$ cat src/rtl/img_loader.sv
// Image loader: packs four 8-bit pixels per 32-bit word, writes WORDS words to memory,
// then kicks the downstream accelerator and reports completion.
module img_loader #(
  parameter int unsigned WORDS     = 25344,
  parameter int unsigned BASE_ADDR = 0
) (
  input  logic        clk,
  input  logic        reset,
  input  logic        load,
  input  logic [7:0]  pix_data,
  input  logic        pix_valid,
  output logic        pix_ready,
  output logic [15:0] addr,
  output logic [31:0] dataW,
  output logic        en,
  output logic        we,
  output logic        acc_start,
  input  logic        acc_finish,
  output logic        done
);

  localparam int unsigned CntW = (WORDS > 1) ? $clog2(WORDS) : 1;
  localparam logic [15:0] BaseAddr = 16'(BASE_ADDR);
  localparam logic [CntW-1:0] LastWord = CntW'(WORDS - 1);

  localparam logic [2:0] StIdle    = 3'd0;
  localparam logic [2:0] StFill    = 3'd1;
  localparam logic [2:0] StWrite   = 3'd2;
  localparam logic [2:0] StKick    = 3'd3;
  localparam logic [2:0] StWaitAcc = 3'd4;
  localparam logic [2:0] StDone    = 3'd5;

  logic [2:0]      state_q, state_d;
  logic [CntW-1:0] word_cnt_q, word_cnt_d;
  logic [1:0]      byte_cnt_q, byte_cnt_d;
  logic [31:0]     pack_q, pack_d;

  always_comb begin
    state_d    = state_q;
    word_cnt_d = word_cnt_q;
    byte_cnt_d = byte_cnt_q;
    pack_d     = pack_q;
    unique case (state_q)
      StIdle: begin
        if (load) begin
          state_d    = StFill;
          word_cnt_d = '0;
          byte_cnt_d = '0;
        end
      end
      StFill: begin
        if (pix_valid) begin
          // First pixel of a word lands in the most significant lane.
          unique case (byte_cnt_q)
            2'd0: pack_d[31:24] = pix_data;
            2'd1: pack_d[23:16] = pix_data;
            2'd2: pack_d[15:8]  = pix_data;
            2'd3: pack_d[7:0]   = pix_data;
            default: pack_d = pack_q;
          endcase
          byte_cnt_d = byte_cnt_q + 2'd1;
          if (byte_cnt_q == 2'd3) state_d = StWrite;
        end
      end
      StWrite: begin
        if (word_cnt_q == LastWord) begin
          state_d = StKick;
        end else begin
          word_cnt_d = word_cnt_q + 1'b1;
          state_d    = StFill;
        end
      end
      StKick:    state_d = StWaitAcc;
      StWaitAcc: if (acc_finish) state_d = StDone;
      StDone:    state_d = StIdle;
      default:   state_d = StIdle;
    endcase
  end

  always_comb begin
    pix_ready = 1'b0;
    en        = 1'b0;
    we        = 1'b0;
    addr      = '0;
    dataW     = '0;
    acc_start = 1'b0;
    done      = 1'b0;
    unique case (state_q)
      StFill: pix_ready = 1'b1;
      StWrite: begin
        en    = 1'b1;
        we    = 1'b1;
        addr  = BaseAddr + 16'(word_cnt_q);
        dataW = pack_q;
      end
      StKick: acc_start = 1'b1;
      StDone: done      = 1'b1;
      default: ;
    endcase
  end

  always_ff @(posedge clk) begin
    if (reset) begin
      state_q    <= StIdle;
      word_cnt_q <= '0;
      byte_cnt_q <= '0;
      pack_q     <= '0;
    end else begin
      state_q    <= state_d;
      word_cnt_q <= word_cnt_d;
      byte_cnt_q <= byte_cnt_d;
      pack_q     <= pack_d;
    end
  end

endmodule
$ cat config.mk
export PLATFORM = sky130hd
export DESIGN_NAME = img_loader
export DESIGN_NICKNAME = d
export VERILOG_FILES = /design/src/rtl/img_loader.sv
export SDC_FILE = /design/constraint.sdc
export NUM_CORES = 1
export LEC_CHECK = 0
export ABC_AREA = 1
export ABC_CLOCK_PERIOD_IN_PS = 3300
export CORE_ASPECT_RATIO = 1.75
export CORE_MARGIN = 2
export CORE_UTILIZATION = 40
export CTS_CLUSTER_DIAMETER = 60
export DETAILED_ROUTE_END_ITERATION = 6
export PLACE_DENSITY = 0.67
export SYNTH_ARGS = -nofsm -noshare
export SYNTH_HDL_FRONTEND = slang
export SYNTH_SLANG_ARGS = --single-unit
$ cat constraint.sdc
create_clock -name clk -period 3.3 [get_ports clk]
set_input_delay 0.66 -clock clk [delete_from_list [all_inputs] [get_ports clk]]
set_output_delay 0.66 -clock clk [all_outputs]
set_load 0.05 [all_outputs]
==> impl_results.md <==
- Post-Synthesis Cells: 383
- Vias in the first global route: 2,324
- Critical Path RT: 2.64 ns
- Largest net degree at the start of global routing: 50
- Synth cell types: 31
- GP Congestion: 0.8508
- Post-Place Cells: 517
- Die height: 111.8 um
- CTS tree: yes
- EDFF count, synth: 0
- Cell Pwr Density: 546.4 mW/mm^2
- Share of the synthesized area in the top cell type: 39.23%
- Root Buffer: clkbuf_16
- Die area: 0.007327 sq mm
- Post-CTS setup buffers: 0
- Worst hold start: pack_q[22]
- Mapped Area: 0.002654 sq mm
- Fill cells: 665
- Syn Area/Cell: 6.929 sq um
- CTS clock-pin slew for the worst setup and hold paths: 0.07 ns
- # Max-Cap Violations: 0
- # IOs: 66
- Least-Margin Pin Slew: 0.8230 ns
- Hold Fails Final Rpt: 0
- DRC: 0
- Core Rows: 39
- Synth-to-Final Area Change: 30.13%
- Crit start category: flip-flop
- Routed wire length: 6.669 mm
- Cts repair resizes: 0
- Layout cells sized above 1: 9.481%
- Final worst-path cycle share: 91.29%
- Hold path cells: 2
- Routed len/inst: 12.70 um
- Syn nets: 401
- Clock buffer depth: 2
- Arrival @ worst endpoint: 2.35 ns
- Final Total Pwr: 1.887 mW
- Synth Flop Type: dfxtp_1
- Routed Antenna Nets: 0
- Starting Density: 40.89%
- Iter 0 DRT Violations: 164
- Core footprint: 0.006490 sq mm
- CP Max Fanout: 49
- Synth top area cells: dfxtp_1 (39%), inv_1 (9.1%), nor2_1 (9.1%)
- Max Transition Viols Final: 0
- # port buffers: 64
- Slew headroom: 45.05%
- Worst r2r dst: word_cnt_q[7]
- Largest area contributor in the netlist: dfxtp_1
- CTS buffer count: 5
- Crit Path Class: flip-flop to output pin
- Worst Setup End Kind: output pin
- CTS Hold Bufs: 0
- Initial antenna violation count: 0
- Clk_lat worst skew: 0.30 ns
- Vias/cell: 4.821
- Setup TNS: 0 ns
- RSZ-0062 raised after global routing: no
- Post-synth ARST share: 0%
- Router iterations before antenna repair: 4
- Reg2reg start: word_cnt_q[0]
- Tmin final: 3.012 ns
- Peak VDD IR: 0.0004029 V
- Ys Warns: 0
- Post-synth top cells: inv_1 (64), nor2_1 (64), dfxtp_1 (52)
- Antenna diodes: 0
- Die W: 65.57 um
- Worst min-delay path class: flip-flop to flip-flop
- Max H-tree Level: 2
- Worst Reg-to-Reg Cells: 9
- HPWL Detailed: 4.918 mm
- Hold Slack: 0.4483 ns
- WHS Endpoint: pack_q[22]
- Part of the Yosys area used for sequential elements: 39.23%
- Fin Clk Skew: 0.006034 ns
- Seq cells post-synth: 52
- Leak: 1.262 nW
- FMAX: 332.0 MHz
- Reg2Reg Setup Slack: 1.56 ns
- # setup viols final: 0
- Clock sink count: 52
- # nets final: 460
- GR Overflow Total: 0
- Non-filler cells, final: 525
- GR Util All Layers: 19.16%
- Status: finished, final reports clean
- Routed via count: 2,531
- First-pass GRT wire length: 10.78 mm
## worst max-delay path: stages (launching register included)
cell and delay, ns:
dfxtp_1 0.41, inv_2 0.09, nor3_4 0.15, inv_2 0.33, nor2_1 0.23, clkdlybuf4s50_1 0.83
## state kept, by name, indices dropped and copies added (netlist names)
register    flops
byte_cnt_q      2
word_cnt_q     15
pack_q         32
state_q         3
## cells in the final DEF (no fill, tap or decap), drive strengths merged, types with 3 or more instances in the layout
cell type | Yosys | layout
a21oi | 45 | 45
a22oi | 3 | 3
buf | 11 | 18
clkbuf | 4 | 5
clkdlybuf4s50 | 0 | 49
dfxtp | 52 | 52
ha | 5 | 5
inv | 66 | 67
nand2 | 53 | 53
nand3 | 18 | 18
nand4 | 3 | 3
nor2 | 67 | 67
nor3 | 6 | 6
o21ai | 43 | 43
xor2 | 3 | 3
## cells by family (layout without fill, tap and decap cells)
logic type               count (synthesis)  after routing  synth area share (%)
AND/OR/NAND/NOR                        147            147                 25.70
AO/OA/AOI/OAI                           94             94                 18.48
buffers and inverters                   81            141                 13.11
flip-flops                              52             52                 39.23
adder cells (fa/ha/maj)                  5              5                 2.357
XOR/XNOR                                 3              3                0.9903
other                                    1              1                0.1413
## per-layer routing
metal	wire length (um)	vias up	GRT usage (%)	share of wire, %
li1	-	1328	-	-
met1	2691	1121	21.08	40
met2	3477	70	34.63	52
met3	307	12	4.242	4.6
met4	192	0	7.500	2.9
met5	0	-	0	0
## through the flow
step	cell area, sq um	util, %	worst slack, ns
5_1_grt	3453	53.21	0.09382
6_report	3453	53.21	0.2875
4_1_cts	3453	53.21	0.2689
3_3_place_gp	3282	50.57	0.7101
3_5_place_dp	3282	50.57	0.5921
2_1_floorplan	2654	-	0.4846
## worst max path at each step
stage / from / endpoint / slack (ns) / cells after the start
floorplan: state_q[1] / addr[0] / 0.48 / 6
global placement: state_q[1] / dataW[23] / 0.71 / 5
detailed placement: state_q[1] / dataW[31] / 0.59 / 5
CTS: state_q[1] / dataW[31] / 0.27 / 5
global route: state_q[1] / dataW[3] / 0.09 / 5
finish: state_q[1] / dataW[31] / 0.29 / 5
## area by class of cell
cell class / instances / area (sq um) / share of cell area, %
flip-flops and latches: 52 / 1041 / 30.14
clock buffers: 5 / 125.1 / 3.623
repair buffers: 67 / 625.6 / 18.12
multi-input cells: 250 / 1265 / 36.63
clock inverters: 3 / 46.29 / 1.341
well taps: 82 / 102.6 / 2.971
inverters: 66 / 247.7 / 7.174
## report_power, final
| group | switching (mW) | internal [mW] |
|---|---|---|
| Sequential | 0.0364 | 0.676 |
| Clock | 0.244 | 0.361 |
| Combinational | 0.416 | 0.154 |
| Total | 0.697 | 1.19 |
(Power assumes the default switching activity.)
